===== src/rtl/apb_bridge_fsm_param_if.sv =====
// AHB-slave / APB-master signal bundle for apb_bridge_fsm_param.
// Latency: none; this is wiring only.
// Backpressure: carried by Hreadyout (AHB side) and Pready (APB side).
interface apb_bridge_fsm_param_if #(
  parameter int ADDR_W  = 32,
  parameter int DATA_W  = 32,
  parameter int NUM_SLV = 3
);
  // AHB side
  logic              valid;
  logic              Hwrite;
  logic [ADDR_W-1:0] Haddr;
  logic [DATA_W-1:0] Hwdata;
  logic              Hreadyout;
  logic              Hresp;
  logic [DATA_W-1:0] Hrdata;
  // APB side
  logic [NUM_SLV-1:0] Pselx;
  logic               Penable;
  logic               Pwrite;
  logic [ADDR_W-1:0]  Paddr;
  logic [DATA_W-1:0]  Pwdata;
  logic               Pready;
  logic [DATA_W-1:0]  Prdata;
  logic               Pslverr;
  // exported FSM state
  logic [2:0]         CS;

  // bridge view
  modport slave (
    input  valid, Hwrite, Haddr, Hwdata, Pready, Prdata, Pslverr,
    output Hreadyout, Hresp, Hrdata, Pselx, Penable, Pwrite, Paddr, Pwdata, CS
  );

  // environment view (AHB master plus APB peripherals)
  modport master (
    output valid, Hwrite, Haddr, Hwdata, Pready, Prdata, Pslverr,
    input  Hreadyout, Hresp, Hrdata, Pselx, Penable, Pwrite, Paddr, Pwdata, CS
  );
endinterface


===== src/rtl/apb_bridge_fsm_param.sv =====
// AHB-to-APB bridge: one transfer at a time, slave decode, wait states, slave/decode errors, timeout.
// Latency: read 3 cycles, write 4 cycles, +1 per Pready=0 cycle; errors return a 2-cycle ERROR response.
// Backpressure: Hreadyout=0 while a transfer is in flight; APB side stretched by Pready.
module apb_bridge_fsm_param #(
  parameter int ADDR_W  = 32,
  parameter int DATA_W  = 32,
  parameter int NUM_SLV = 3,
  parameter int SEL_LSB = 28,
  parameter int TIMEOUT = 16
) (
  input logic                   clk,
  input logic                   rst,
  apb_bridge_fsm_param_if.slave bus
);

  localparam int IDX_W = (NUM_SLV > 1) ? $clog2(NUM_SLV) : 1;
  localparam int CNT_W = (TIMEOUT > 1) ? $clog2(TIMEOUT + 1) : 1;

  typedef enum logic [2:0] {
    S_IDLE   = 3'd0,
    S_WDATA  = 3'd1,
    S_SETUP  = 3'd2,
    S_ACCESS = 3'd3,
    S_ERR1   = 3'd4,
    S_ERR2   = 3'd5
  } state_t;

  state_t             r_state;
  logic               r_hreadyout;
  logic               r_hresp;
  logic [DATA_W-1:0]  r_hrdata;
  logic [NUM_SLV-1:0] r_pselx;
  logic               r_penable;
  logic               r_pwrite;
  logic [ADDR_W-1:0]  r_paddr;
  logic [DATA_W-1:0]  r_pwdata;
  logic [IDX_W-1:0]   r_idx;
  logic [CNT_W-1:0]   r_cnt;

  logic [IDX_W-1:0]   w_idx;
  logic               w_dec_err;
  logic [NUM_SLV-1:0] w_sel_new;
  logic [NUM_SLV-1:0] w_sel_held;
  logic [CNT_W-1:0]   w_cnt_inc;
  logic               w_timeout;

  // Slave index comes straight off the address; out-of-range indices are decode errors.
  assign w_idx      = bus.Haddr[SEL_LSB +: IDX_W];
  assign w_dec_err  = ({1'b0, w_idx} >= (IDX_W + 1)'(NUM_SLV));
  assign w_sel_new  = NUM_SLV'(1) << w_idx;
  assign w_sel_held = NUM_SLV'(1) << r_idx;

  // Timeout fires on the TIMEOUT-th consecutive ACCESS cycle without Pready.
  assign w_cnt_inc  = r_cnt + 1'b1;
  assign w_timeout  = (TIMEOUT > 0) && (w_cnt_inc == CNT_W'(TIMEOUT));

  assign bus.CS        = r_state;
  assign bus.Hreadyout = r_hreadyout;
  assign bus.Hresp     = r_hresp;
  assign bus.Hrdata    = r_hrdata;
  assign bus.Pselx     = r_pselx;
  assign bus.Penable   = r_penable;
  assign bus.Pwrite    = r_pwrite;
  assign bus.Paddr     = r_paddr;
  assign bus.Pwdata    = r_pwdata;

  // Bridge FSM; every output is set on the edge that enters the state it belongs to.
  always_ff @(posedge clk or posedge rst) begin
    if (rst) begin
      r_state     <= S_IDLE;
      r_hreadyout <= 1'b1;
      r_hresp     <= 1'b0;
      r_hrdata    <= '0;
      r_pselx     <= '0;
      r_penable   <= 1'b0;
      r_pwrite    <= 1'b0;
      r_paddr     <= '0;
      r_pwdata    <= '0;
      r_idx       <= '0;
      r_cnt       <= '0;
    end else begin
      case (r_state)
        // IDLE and ERR2 both complete a transfer and may accept the next one.
        S_IDLE, S_ERR2: begin
          if (bus.valid) begin
            r_paddr     <= bus.Haddr;
            r_pwrite    <= bus.Hwrite;
            r_idx       <= w_idx;
            r_hreadyout <= 1'b0;
            if (w_dec_err) begin
              // no APB cycle at all; straight into the error response
              r_state  <= S_ERR1;
              r_hresp  <= 1'b1;
              r_hrdata <= '0;
            end else if (bus.Hwrite) begin
              r_state <= S_WDATA;
              r_hresp <= 1'b0;
            end else begin
              r_state <= S_SETUP;
              r_hresp <= 1'b0;
              r_pselx <= w_sel_new;
            end
          end else begin
            r_state     <= S_IDLE;
            r_hreadyout <= 1'b1;
            r_hresp     <= 1'b0;
          end
        end

        // AHB data phase: write data is only valid now.
        S_WDATA: begin
          r_pwdata <= bus.Hwdata;
          r_pselx  <= w_sel_held;
          r_state  <= S_SETUP;
        end

        S_SETUP: begin
          r_penable <= 1'b1;
          r_state   <= S_ACCESS;
        end

        S_ACCESS: begin
          if (bus.Pready) begin
            r_pselx   <= '0;
            r_penable <= 1'b0;
            r_cnt     <= '0;
            if (bus.Pslverr) begin
              r_state  <= S_ERR1;
              r_hresp  <= 1'b1;
              r_hrdata <= '0;
            end else begin
              r_state     <= S_IDLE;
              r_hreadyout <= 1'b1;
              if (!r_pwrite) begin
                r_hrdata <= bus.Prdata;
              end
            end
          end else if (w_timeout) begin
            // abandon the peripheral and report an error
            r_pselx   <= '0;
            r_penable <= 1'b0;
            r_cnt     <= '0;
            r_state   <= S_ERR1;
            r_hresp   <= 1'b1;
            r_hrdata  <= '0;
          end else begin
            r_cnt <= w_cnt_inc;
          end
        end

        // second half of the two-cycle ERROR response
        S_ERR1: begin
          r_state     <= S_ERR2;
          r_hreadyout <= 1'b1;
          r_hresp     <= 1'b1;
        end

        // codes 6/7: drop everything and return to a clean IDLE
        default: begin
          r_state     <= S_IDLE;
          r_hreadyout <= 1'b1;
          r_hresp     <= 1'b0;
          r_pselx     <= '0;
          r_penable   <= 1'b0;
          r_cnt       <= '0;
        end
      endcase
    end
  end

endmodule

===== src/flat_wrapper.sv =====
// flat-port wrapper written by rule: the top's interface ports become plain ports
module apb_bridge_fsm_param_flat 
#(
  parameter int ADDR_W  = 32,
  parameter int DATA_W  = 32,
  parameter int NUM_SLV = 3,
  parameter int SEL_LSB = 28,
  parameter int TIMEOUT = 16
)
  (clk, rst, bus_valid, bus_Hwrite, bus_Haddr, bus_Hwdata, bus_Pready, bus_Prdata, bus_Pslverr, bus_Hreadyout, bus_Hresp, bus_Hrdata, bus_Pselx, bus_Penable, bus_Pwrite, bus_Paddr, bus_Pwdata, bus_CS);
  apb_bridge_fsm_param_if #(.ADDR_W(ADDR_W), .DATA_W(DATA_W), .NUM_SLV(NUM_SLV)) bus_i ();
  input logic clk;
  input logic rst;
  input wire logic [$bits(bus_i.valid)-1:0] bus_valid;
  input wire logic [$bits(bus_i.Hwrite)-1:0] bus_Hwrite;
  input wire logic [$bits(bus_i.Haddr)-1:0] bus_Haddr;
  input wire logic [$bits(bus_i.Hwdata)-1:0] bus_Hwdata;
  input wire logic [$bits(bus_i.Pready)-1:0] bus_Pready;
  input wire logic [$bits(bus_i.Prdata)-1:0] bus_Prdata;
  input wire logic [$bits(bus_i.Pslverr)-1:0] bus_Pslverr;
  output wire logic [$bits(bus_i.Hreadyout)-1:0] bus_Hreadyout;
  output wire logic [$bits(bus_i.Hresp)-1:0] bus_Hresp;
  output wire logic [$bits(bus_i.Hrdata)-1:0] bus_Hrdata;
  output wire logic [$bits(bus_i.Pselx)-1:0] bus_Pselx;
  output wire logic [$bits(bus_i.Penable)-1:0] bus_Penable;
  output wire logic [$bits(bus_i.Pwrite)-1:0] bus_Pwrite;
  output wire logic [$bits(bus_i.Paddr)-1:0] bus_Paddr;
  output wire logic [$bits(bus_i.Pwdata)-1:0] bus_Pwdata;
  output wire logic [$bits(bus_i.CS)-1:0] bus_CS;
  assign bus_i.valid = bus_valid;
  assign bus_i.Hwrite = bus_Hwrite;
  assign bus_i.Haddr = bus_Haddr;
  assign bus_i.Hwdata = bus_Hwdata;
  assign bus_i.Pready = bus_Pready;
  assign bus_i.Prdata = bus_Prdata;
  assign bus_i.Pslverr = bus_Pslverr;
  assign bus_Hreadyout = bus_i.Hreadyout;
  assign bus_Hresp = bus_i.Hresp;
  assign bus_Hrdata = bus_i.Hrdata;
  assign bus_Pselx = bus_i.Pselx;
  assign bus_Penable = bus_i.Penable;
  assign bus_Pwrite = bus_i.Pwrite;
  assign bus_Paddr = bus_i.Paddr;
  assign bus_Pwdata = bus_i.Pwdata;
  assign bus_CS = bus_i.CS;
  apb_bridge_fsm_param #(.ADDR_W(ADDR_W), .DATA_W(DATA_W), .NUM_SLV(NUM_SLV), .SEL_LSB(SEL_LSB), .TIMEOUT(TIMEOUT)) u_core (.clk(clk), .rst(rst), .bus(bus_i));
endmodule

===== config.mk =====
export PLATFORM = sky130hd
export DESIGN_NAME = apb_bridge_fsm_param_flat
export DESIGN_NICKNAME = d
export VERILOG_FILES = /design/src/rtl/apb_bridge_fsm_param_if.sv /design/src/rtl/apb_bridge_fsm_param.sv /design/src/flat_wrapper.sv
export SDC_FILE = /design/constraint.sdc
export NUM_CORES = 1
export LEC_CHECK = 0
export ABC_CLOCK_PERIOD_IN_PS = 6400
export BUFFER_PORTS_ARGS = -buffer_cell sky130_fd_sc_hd__buf_2
export CORE_MARGIN = 1
export CORE_UTILIZATION = 30
export DETAILED_ROUTE_END_ITERATION = 8
export GPL_TIMING_DRIVEN = 0
export PLACE_DENSITY_LB_ADDON = 0.08
export SYNTH_ARGS = -nofsm -noshare
export SYNTH_HDL_FRONTEND = slang
export SYNTH_SLANG_ARGS = --single-unit

===== constraint.sdc =====
create_clock -name clk -period 6.4 [get_ports clk]
set_clock_uncertainty 0.1 [all_clocks]
set_input_delay 0.96 -clock clk [delete_from_list [all_inputs] [get_ports clk]]
set_output_delay 0.96 -clock clk [all_outputs]
set_load 0.01 [all_outputs]

# Word level (Yosys, flattened, before mapping)
# Cells that the tools add are included.
word_totals:
  ff_bits: 113
  latch_bits: 0
  ramBits: 0
  romBits: 0
  output_inout_bits: 106
  wordCells: 82
  n_memories: 0
op_classes:
  add_sub_neg: 1
  multipliers: 0
  div: 0
  order_cmp: 1
  n_eq_ne: 15
  n_shift: 2
  muxes: 36
  n_bitwise: 3
  reduce_logical: 13
ops:
  columns: ["cell", "count"]
  rows:
  - ["32-bit two-way mux", 6]
  - ["32-bit case mux with 2 select lines", 1]
  - ["3-bit two-way mux", 10]
  - ["3-bit case mux with 5 select lines", 1]
  - ["3-bit case mux with 4 select lines", 1]
  - ["1-bit two-way mux", 10]
  - ["5-bit two-way mux", 2]
  - ["2-bit != test, second input constant", 5]
  - ["5-bit case mux with 2 select lines", 1]
  - ["5-bit AND reduction", 2]
  - ["3-bit by 2-bit == test with 1-bit output, second input constant", 2]
  - ["3-bit == test, second input constant", 2]
  - ["1-bit case mux with 3 select lines", 2]
  - ["3-bit AND reduction", 2]
  - ["2-bit OR reduction", 3]
  - ["1-bit by 2-bit left shift with 3-bit output, first input constant", 2]
  - ["5-bit by 1-bit adder with 5-bit output, second input constant", 1]
  - ["5-bit == test, second input constant", 1]
  - ["5-bit OR reduction", 1]
  - ["4-bit != test, second input constant", 1]
  - ["1-bit case mux with 4 select lines", 1]
  - ["2-bit AND reduction", 2]
  - ["4-bit OR reduction", 1]
  - ["3-bit by 1-bit == test with 1-bit output, second input constant", 1]
  - ["other kinds (8)", 10]

# Longest topological paths before layout
# Gate-level depths: netlist of the first run.
logic_depth:
  depth_word: 5
  ltp_mapped: 7
  ltp_nobuf: 6

# Worst setup path before layout of the first run
# Ideal clock, no wire load.
synth_path:
  path_type: "input port to flip-flop"
  from: "in bus_Haddr[29]"
  to: "reg u_core.r_pselx[0], in the netlist u_core.bus.Pselx[0]"
  setup_time_ns: 0.125
  t_arrival_ns: 2.007
  t_required_ns: 6.175
  path_slack_ns: 4.167
  stages: 5
  cell_sequence: "and2_4 -> o31ai_4 -> a21oi_2 -> a211oi_4 -> mux2_4"
synth_between:
  elab_chain_cells: 5
  elab_cells_between_ends: 8
  classes_between: "order compare (1); eq/ne (1); shift (1); mux (4); reduce/logical (1)"
synth_rtl:
  columns: ["item", "line_no", "text"]
  rows:
  - ["from (decl)", "flat_wrapper.sv:16", "input wire logic [$bits(bus_i.Haddr)-1:0] bus_Haddr;"]
  - ["1-bit by 2-bit left shift with 3-bit output", "apb_bridge_fsm_param.sv:50", "assign w_sel_new = NUM_SLV'(1) << w_idx;"]
  - ["3-bit two-way mux", "apb_bridge_fsm_param.sv:95", "end else if (bus.Hwrite) begin"]
  - ["3-bit two-way mux", "apb_bridge_fsm_param.sv:90", "if (w_dec_err) begin"]
  - ["3-bit two-way mux", "apb_bridge_fsm_param.sv:85", "if (bus.valid) begin"]
  - ["3-bit case mux with 4 select lines", "apb_bridge_fsm_param.sv:82", "case (r_state)"]
  - ["to (signal assigned)", "apb_bridge_fsm_param.sv:101", "r_pselx <= w_sel_new;"]
  - ["to (signal assigned)", "apb_bridge_fsm_param.sv:113", "r_pselx <= w_sel_held;"]
  - ["to (decl)", "apb_bridge_fsm_param.sv:32", "logic [NUM_SLV-1:0] r_pselx;"]
# Several ways; a longest one is shown, not always the timed one. The select of a mux whose other input is x is not followed.
# A chain may end at the register's enable or synchronous reset.

# Final worst setup path of the first run
layout_path:
  from: "reg u_core.r_state[2], in the netlist u_core.bus.CS[2]"
  to: "out bus_CS[2]"
layout_lines:
  columns: ["item", "line_no", "text"]
  rows:
  - ["from (decl)", "apb_bridge_fsm_param.sv:28", "state_t r_state;"]
  - ["from (signal assigned)", "apb_bridge_fsm_param.sv:70", "r_state <= S_IDLE;"]
  - ["from (signal assigned)", "apb_bridge_fsm_param.sv:92", "r_state <= S_ERR1;"]
  - ["from (signal assigned)", "apb_bridge_fsm_param.sv:96", "r_state <= S_WDATA;"]
  - ["to (decl)", "flat_wrapper.sv:29", "output wire logic [$bits(bus_i.CS)-1:0] bus_CS;"]
# No word-level cell between the ends.

==> flow_summary.json, run 1 <==
{
  "layout.nets": 646,
  "status": "finished, final reports clean",
  "min_period_ps": 2100,
  "routed_wl_um": 10600,
  "slew_violations": 0,
  "cts_hold_buf": 0,
  "p_leak_nw": 3.12,
  "yosysWarnings": 0,
  "synthFlopType": "dfrtp_1",
  "grt-busiest-layer": "met2",
  "syn_area_um2": 4630,
  "critPathCaptureType": "primary output",
  "gp_congestion": 0.764,
  "slowest_delay_ps": 490,
  "grt_pass1_wl_um": 17300,
  "timing.final.setup_violations": 0,
  "period_share_pct": 32.8,
  "fp.dieH_um": 126,
  "post-route-drc-count": 0,
  "ys_ff_latch": 111,
  "async_flop_share_pct": 100,
  "postCtsSetupBuffers": 0,
  "critPathRequiredTime_ps": 5340,
  "worstHoldPathType": "register to register",
  "avgSynthCellArea_um2": 14.3,
  "antenna_found_initial": 0,
  "drt_iter0_drc": 105,
  "insertion_delay_ps": 340,
  "crit_chain": "buf_2",
  "viasPerCell": 4.60,
  "dieArea_um2": 15900,
  "yosysTopAreaCell": "dfrtp_1",
  "max_freq_mhz": 477,
  "use_met1_pct": 18.0,
  "clk_transition_reported_paths_ps": 70,
  "yosysSeqAreaShare_pct": 60.1,
  "worstPathMaxFanout": 6,
  "ctsResizeCount": 0,
  "synth.distinct_cells": 52,
  "syn_inst": 324,
  "grt_pass1_vias": 3393,
  "crit_path_top_delay_cell": "dfrtp_1",
  "dpl_cell_area_um2": 5930,
  "overflow": 0,
  "antenna_cells": 0,
  "yosys-top-cells-count": "dfrtp_1, mux2_2, a22o_1, mux2_1, nand2_1",
  "area_growth_pct": 35.3,
  "grt_util_all_layers_pct": 13.8,
  "cts_sinks": 111,
  "cts_buffers": 9,
  "grtUsageMet3_pct": 4.46,
  "core-area_um2": 15100,
  "grt_max_degree": 65,
  "drt-wirelength-per-cell_um": 14.4,
  "vdd_drop_max_mv": 0.197,
  "drive_above_1_share_pct": 58.2,
  "tritoncts": "built",
  "grt_use_met2_pct": 21.3,
  "cap_violations": 0,
  "path_buf_inv": 1,
  "hold_viol_final": 0,
  "ant_nets": 0,
  "powerDensity_nw_per_um2": 519,
  "rows": 45,
  "drt_first_pass_iters": 5,
  "synth-edff-count": 0,
  "slew_headroom_pct": 57.5,
  "synth_top_area_share_pct": 59.5,
  "fillCellCount": 1482,
  "cts-root-buf": "clkbuf_16",
  "yosysMostFrequentCell": "dfrtp_1",
  "port_buffers": 207,
  "arrival_ps": 1040,
  "ios": 208,
  "start_kind": "register",
  "vias": 3388,
  "final_area_um2": 6260,
  "synth_nets": 427,
  "cts.path.max_buffers": 2,
  "synthTopCellsByArea": "dfrtp_1, mux2_2, a22o_1",
  "die_w_um": 126,
  "worst_pin_slew_ps": 638,
  "initial_utilization_pct": 30.5,
  "rsz0062_at_grt": "no",
  "path_class": "register to primary output",
  "path_delay_family": "flip-flops",
  "setup-tns-final_ps": 0,
  "htreeDepth": 3,
  "hpwl_um": 7890
}
==> through the flow <==
step	std cells	worst slack (ps)	power, mW	util, %	hold slack, ps
6_report	736	4300	3.25	41.3	388
5_1_grt	736	4210	3.48	41.3	414
4_1_cts	736	4270	3.30	41.3	392
3_5_place_dp	720	3920	2.66	39.1	375
2_1_floorplan	324	2410	2.13	-	390
3_3_place_gp	719	1060	2.64	38.9	363
==> layer usage <==
metal  vias to the layer above  part of all wire [%]
met5                         -                     0
met4                         0                   1.7
met3                        13                   7.8
met2                       131                    45
met1                      1626                    45
li1                       1618                     -
==> layout make-up <==
class | instances | area (um2) | share of cell area [%]
timing repair buffer | 208 | 1060 | 17.0
buffer | 19 | 134 | 2.14
inverter | 5 | 23.8 | 0.380
sequential | 111 | 2780 | 44.4
clock inverter | 6 | 91.3 | 1.46
multi-input combinational | 189 | 1690 | 27.0
clock buffer | 10 | 239 | 3.82
tap | 188 | 235 | 3.76
==> final timing paths <==
| path | startpoint | slack [ps] | endpoint | cells after the start |
|---|---|---|---|---|
| worst min register to register | u_core.bus.Paddr[20] | 390 | u_core.bus.Paddr[20] | 1 |
| worst max register to register | u_core.bus.CS[2] | 4500 | u_core.bus.Hrdata[12] | 4 |
| max in group asynchronous | rst | 4880 | u_core.bus.Pwdata[31] | 3 |
| worst max-delay path | u_core.bus.CS[2] | 4300 | bus_CS[2] | 1 |
| worst min-delay path | u_core.bus.Paddr[20] | 390 | u_core.bus.Paddr[20] | 1 |
| min in group asynchronous | rst | 590 | u_core.bus.Paddr[19] | 2 |
==> state kept, by name, summed over array words and instances (netlist names) <==
name	flops
u_core.bus.Hrdata	32
u_core.bus.Paddr	32
u_core.bus.Pwdata	32
u_core.r_cnt	5
u_core.bus.CS	3
u_core.bus.Pselx	3
u_core.bus.Hreadyout	1
u_core.bus.Hresp	1
u_core.bus.Penable	1
u_core.bus.Pwrite	1
==> cells by family after synthesis <==
group	after synthesis	share of synthesized area (%)
buffers and inverters	24	3.35
multiplexers	75	18.6
AND/OR/NAND/NOR	45	5.54
adder cells (fa/ha/maj)	2	0.487
flip-flops	111	60.1
AO/OA/AOI/OAI	67	11.9
==> power breakdown <==
group / internal [mW] / total (mW) / switching [mW]
combinational: 0.713 / 1.41 / 0.696
clock: 0.357 / 0.623 / 0.266
sequential: 1.04 / 1.21 / 0.174
total: 2.11 / 3.25 / 1.14
==> layout by cell type, fill, tap and decap left out, drive strengths merged, types with 2 or more instances in the layout <==
cell type | synthesis | final
bufinv | 0 | 2
nor3 | 7 | 7
clkbuf | 4 | 14
a22o | 33 | 33
clkinv | 0 | 2
dfrtp | 110 | 110
nand3b | 2 | 2
o21ai | 10 | 10
mux2 | 70 | 70
nand2 | 13 | 13
inv | 5 | 7
o31ai | 4 | 4
o21a | 2 | 2
nor2 | 11 | 11
nor2b | 2 | 2
buf | 15 | 223
a21oi | 10 | 10
mux2i | 5 | 5
nand2b | 4 | 4
Power figures use the tool's default switching activity.
==> run 2: changes to the inputs <==
--- a/config.mk
+++ b/config.mk
@@ -5,7 +5,8 @@
 export SDC_FILE = /design/constraint.sdc
 export NUM_CORES = 1
 export LEC_CHECK = 0
-export ABC_CLOCK_PERIOD_IN_PS = 6400
+export ABC_AREA = 1
+export ABC_CLOCK_PERIOD_IN_PS = 2200
 export BUFFER_PORTS_ARGS = -buffer_cell sky130_fd_sc_hd__buf_2
 export CORE_MARGIN = 1
 export CORE_UTILIZATION = 30
==> constraint.sdc (replaced) <==
create_clock -name clk -period 2.2 [get_ports clk]
set_clock_uncertainty 0.1 [all_clocks]
set_input_delay 0.33 -clock clk [delete_from_list [all_inputs] [get_ports clk]]
set_output_delay 0.33 -clock clk [all_outputs]
set_load 0.01 [all_outputs]
==> run 2 against run 1 <==
Effect of this change:
- hold slack worse by 310 ps
- count of clock-buffer cells in the layout rose by 2
- critical endpoint is now u_core.bus.Penable
- sequential power grew to 2.7 times the previous value
- die area is 3.2% higher
- sequential cell count is the same
- non-clock buffer count increased by 9
- global-route usage up 2.6 points
- final area up 2.8%
==> flow_summary.json, run 2 <==
{
  "cap_violations": 0,
  "tritoncts": "built",
  "die_w_um": 128,
  "powerDensity_nw_per_um2": 1280,
  "synth.distinct_cells": 25,
  "fillCellCount": 1667,
  "worstPathMaxFanout": 10,
  "max_freq_mhz": 539,
  "clk_transition_reported_paths_ps": 70,
  "finalCoreUtilization_pct": 41.9,
  "rr_endpoint": "u_core.bus.Penable",
  "path_delay_family": "simple AND/OR/NAND/NOR gates",
  "setup_ws_ps": 344,
  "start_kind": "register",
  "synth-edff-count": 0,
  "hold_viol_final": 0,
  "worst_pin_slew_ps": 698,
  "place_inst": 1022,
  "htreeDepth": 3,
  "grt_pass1_wl_um": 21200,
  "yosys-top-cells-count": "nand2_1, dfrtp_1, inv_1, nor2_1, nand3_1",
  "syn_inst": 601,
  "drt-wirelength-per-cell_um": 12.5,
  "reg2reg_from": "u_core.r_cnt[0]",
  "layout_commonest_cell": "nand2_1",
  "layout_common_cells": "nand2_1, buf_2, dfrtp_1, inv_1, nor2_1",
  "p_leak_nw": 3.93,
  "port_buffers": 207,
  "initial_utilization_pct": 31.1,
  "antenna_found_initial": 1,
  "worstHoldPathType": "input pin to register",
  "yosysMostFrequentCell": "nand2_1",
  "min_from": "bus_Haddr[26]",
  "path_class": "register to register",
  "hold_end": "u_core.bus.Paddr[26]",
  "slowest_delay_ps": 410,
  "synthFlopType": "dfrtp_1",
  "period_share_pct": 84.3,
  "core-area_um2": 15400,
  "rsz0062_at_grt": "no",
  "path_buf_inv": 2,
  "dieArea_um2": 16400,
  "drt_first_pass_iters": 4,
  "rows": 45,
  "cts.path.max_buffers": 2,
  "yosysSeqAreaShare_pct": 58.2,
  "ys_ff_latch": 111,
  "grt_max_degree": 39,
  "setup-tns-final_ps": 0,
  "routed_wl_um": 13000,
  "slew_violations": 0,
  "synth_nets": 704,
  "worst_r2r_path_depth": 11,
  "status": "finished, final reports clean",
  "drive_above_1_share_pct": 30.4,
  "place_ws_ps": 314,
  "area_growth_pct": 34.7,
  "yosysWarnings": 0,
  "fp.dieH_um": 128,
  "layout.nets": 926,
  "timing.hold.ws_ps": 74.4,
  "yosysTopAreaCell": "dfrtp_1",
  "grt_pass1_vias": 4359,
  "antenna_cells": 0,
  "vias": 4413,
  "r2r_setup_slack_ps": 340,
  "vdd_drop_max_mv": 0.506,
  "async_flop_share_pct": 100,
  "critPathCaptureType": "register",
  "slew_headroom_pct": 52.9,
  "min_period_ps": 1860,
  "gp_congestion": 0.756,
  "cpMostUsedCell": "nand2_1",
  "timing.final.setup_violations": 0,
  "grt_util_all_layers_pct": 16.5,
  "syn_area_um2": 4780,
  "arrival_ps": 1990,
  "synth_top_area_share_pct": 57.6,
  "avgSynthCellArea_um2": 7.95,
  "ios": 208,
  "insertion_delay_ps": 350,
  "layoutNonFillerInstCount": 1039,
  "crit_chain": "ha_1 -> nand3_1 -> inv_1 -> nand2_1 -> nand2_1 -> nand3_1 -> nand2_2 -> buf_2 -> nand2_1 -> nand2_1 -> nand2_1",
  "drt_iter0_drc": 199,
  "hold_path_depth": 3,
  "cts_buffers": 9,
  "post-route-drc-count": 0,
  "synthTopCellsByArea": "dfrtp_1, nand2_1, nand3_1",
  "cts_sinks": 111,
  "critPathRequiredTime_ps": 2340,
  "crit_path_top_delay_cell": "dfrtp_1",
  "ant_nets": 0,
  "overflow": 0,
  "viasPerCell": 4.25,
  "cts-root-buf": "clkbuf_16",
  "hpwl_um": 9830
}
-- run 2: stage by stage --
step           instance area, um2  power (mW)
6_report                     6440        8.24
2_1_floorplan                4780        5.30
4_1_cts                      6440        8.39
3_3_place_gp                 6080        6.67
3_5_place_dp                 6140        6.75
5_1_grt                      6440        8.98
-- run 2: worst max path at each step --
stage / cells past startpoint / end / start
floorplan: 1 / u_core.bus.CS[0] / rst
global placement: 2 / u_core.bus.Hrdata[10] / rst
detailed placement: 11 / u_core.bus.Penable / u_core.r_cnt[0]
CTS: 11 / u_core.bus.Penable / u_core.r_cnt[0]
global route: 6 / u_core.bus.Pwdata[27] / u_core.bus.CS[2]
finish: 11 / u_core.bus.Penable / u_core.r_cnt[0]
-- run 2: worst min-delay path, cell delays in order --
cell and delay [ps]:
buf_2 70, nand2_1 40, nand2_1 50
-- run 2: what timing repair did --
action | in CTS | in global routing
resized for setup | 0 | 0
hold buffers | 1 | 0
endpoints found under the hold margin | 18 | 0
setup buffers | 0 | 0
-- run 2: per-layer routing --
metal / GRT usage [%] / up-vias / routed length [um]
met2: 25.8 / 156 / 5800
met4: 6.44 / 2 / 201
met1: 21.4 / 1982 / 5960
met5: 0 / - / 13
li1: - / 2260 / -
met3: 4.67 / 13 / 994
-- run 2: logic make-up (layout without fill, tap and decap cells) --
| kind of cell | after synthesis | in the layout | share of synthesized area [%] |
|---|---|---|---|
| compound gates | 15 | 15 | 1.89 |
| fa+ha+maj | 1 | 1 | 0.262 |
| buf+inv | 78 | 305 | 6.65 |
| flops | 111 | 111 | 58.2 |
| simple gates | 396 | 396 | 33.0 |
-- run 2: cell type report --
class | count | area (um2) | area share, %
Buffer | 25 | 119 | 1.85
Clock buffer | 12 | 256 | 3.99
Clock inverter | 4 | 28.8 | 0.447
Inverter | 53 | 203 | 3.15
Multi-Input combinational cell | 412 | 1680 | 26.1
Sequential cell | 111 | 2780 | 43.2
Tap cell | 211 | 264 | 4.10
Timing Repair Buffer | 211 | 1110 | 17.2
-- run 2: where the power goes --
part	switching, mW	total [mW]	internal (mW)
clock	0.762	1.60	0.835
combinational	2.16	3.39	1.23
sequential	0.428	3.25	2.82
==> run 3: changes to the inputs <==
--- a/config.mk
+++ b/config.mk
@@ -6,7 +6,7 @@
 export NUM_CORES = 1
 export LEC_CHECK = 0
 export ABC_AREA = 1
-export ABC_CLOCK_PERIOD_IN_PS = 2200
+export ABC_CLOCK_PERIOD_IN_PS = 1700
 export BUFFER_PORTS_ARGS = -buffer_cell sky130_fd_sc_hd__buf_2
 export CORE_MARGIN = 1
 export CORE_UTILIZATION = 30
==> constraint.sdc (replaced) <==
create_clock -name clk -period 1.7 [get_ports clk]
set_clock_uncertainty 0.1 [all_clocks]
set_input_delay 0.255 -clock clk [delete_from_list [all_inputs] [get_ports clk]]
set_output_delay 0.255 -clock clk [all_outputs]
set_load 0.01 [all_outputs]
==> run 3 against run 2 <==
Effect of this change:
- setup slack worse by 360 ps
- via count up 7.9%
- core utilization rose by 6.5 points
- the flow now finishes with violations (setup timing)
- wire length rose by 8.2%
- final cell count increased by 6.7%
- sequential power increased by 31%
- fmax is 8.4% higher
- critical path depth increased by 1
- sequential cell count is the same
- first-iteration DRC count decreased by 3.5%
- total power is 43% higher
- global-route usage rose by 0.92 points
==> flow_summary.json, run 3 (synthesis gave the netlist of run 2 again) <==
{
  "grt_util_all_layers_pct": 17.4,
  "path_class": "register to register",
  "finalCoreUtilization_pct": 48.3,
  "layoutNonFillerInstCount": 1109,
  "powerDensity_nw_per_um2": 1590,
  "fp.dieH_um": 128,
  "cts.path.max_buffers": 2,
  "worst_pin_slew_ps": 380,
  "port_buffers": 207,
  "ant_nets": 0,
  "critPathCaptureType": "register",
  "min_from": "bus_Hwdata[1]",
  "min_period_ps": 1710,
  "max_freq_mhz": 584,
  "layout_common_cells": "nand2_1, buf_2, dfrtp_1, dlygate4sd3_1, inv_1",
  "drive_above_1_share_pct": 36.6,
  "area_growth_pct": 55.5,
  "cts-root-buf": "clkbuf_16",
  "overflow": 0,
  "startpoint": "u_core.bus.CS[2]",
  "cts_sinks": 111,
  "vdd_drop_max_mv": 0.666,
  "grt_max_degree": 39,
  "period_share_pct": 101,
  "power.total_mw": 11.8,
  "rows": 45,
  "fillCellCount": 1565,
  "final_area_um2": 7430,
  "critPathRequiredTime_ps": 1840,
  "violations": "setup timing",
  "tritoncts": "built",
  "viasPerCell": 4.29,
  "layout.nets": 996,
  "slew_headroom_pct": 74.7,
  "cap_violations": 0,
  "multiInputGateArea_um2": 1880,
  "core-area_um2": 15400,
  "grt_pass1_wl_um": 22400,
  "gp_congestion": 0.756,
  "start_kind": "register",
  "htreeDepth": 3,
  "cts_buffers": 9,
  "status": "finished with violations",
  "register_area_um2": 2780,
  "initial_utilization_pct": 31.1,
  "worstHoldPathType": "input pin to register",
  "insertion_delay_ps": 340,
  "drt_first_pass_iters": 4,
  "hpwl_um": 9830,
  "dieArea_um2": 16400,
  "layout_commonest_cell": "nand2_1",
  "drt_iter0_drc": 192,
  "routed_wl_um": 14000,
  "timing.hold.ws_ps": 10.4,
  "dpl_cell_area_um2": 6140,
  "worstPathMaxFanout": 8,
  "timing.final.setup_violations": 11,
  "arrival_ps": 1860,
  "hold_viol_final": 0,
  "setup_ws_ps": -11.6,
  "die_w_um": 128,
  "antenna_cells": 0,
  "clk_transition_reported_paths_ps": 70,
  "p_leak_nw": 4.35,
  "vias": 4762,
  "post-route-drc-count": 0,
  "grt_pass1_vias": 4635,
  "drt-wirelength-per-cell_um": 12.6,
  "rsz0062_at_grt": "yes",
  "slew_violations": 0,
  "reg2reg_from": "u_core.bus.CS[2]",
  "antenna_found_initial": 1,
  "ios": 208,
  "place_ws_ps": -186,
  "setup-tns-final_ps": -45.1,
  "place_inst": 1022
}
## run 3: per-layer routing
layer  global-route usage [%]  share of wire [%]  up-vias  routed length (um)
met3                     4.42                6.6       19                 921
met2                     27.7                 47      159                6560
met5                        0              0.093        -                  13
met1                     22.2                 45     2176                6270
met4                     7.61                1.8        2                 258
li1                         -                  -     2406                   -
## run 3: repair_timing
item | 4_1_cts | 5_1_grt
hold buffers | 49 | 0
cloned | 0 | 3
pin swaps | 2 | 9
resized for setup | 18 | 86
buffers inserted | 5 | 14
hold endpoints to repair | 66 | 0
endpoints found under the setup margin | 101 | 133
## run 3: cell type report
class	instances	area share, %
multi-input combinational	412	25.3
sequential	111	37.5
inverter	53	2.76
timing repair buffer	281	24.5
clock buffer	12	3.45
clock inverter	4	0.387
tap	211	3.55
buffer	25	2.59
## run 3: report_power, final
group,internal [mW],switching [mW]
combinational,2.32,3.15
sequential,3.65,0.599
clock,1.08,0.982
total,7.06,4.73
## run 3: worst paths after layout
check                                              to  slack, ps  cells past startpoint
worst max-delay path            u_core.bus.Hrdata[14]        -10                     12
worst min-delay path             u_core.bus.Pwdata[1]         10                      3
worst max register to register  u_core.bus.Hrdata[14]        -10                     12
worst min register to register  u_core.bus.Hrdata[13]        370                      2
max in group asynchronous            u_core.bus.CS[1]        380                      6
min in group asynchronous       u_core.bus.Pwdata[22]        390                      4
## run 3: critical path, stage by stage, from the launching register on
cell and delay, ps:
dfrtp_2 450, inv_2 90, nand2_4 80, inv_2 70, nor2_2 40, nand2_1 80, nand2_2 70, nor2_4 120
buf_12 130, nand2_8 90, clkbuf_16 180, nand2_1 50, nand2_1 40
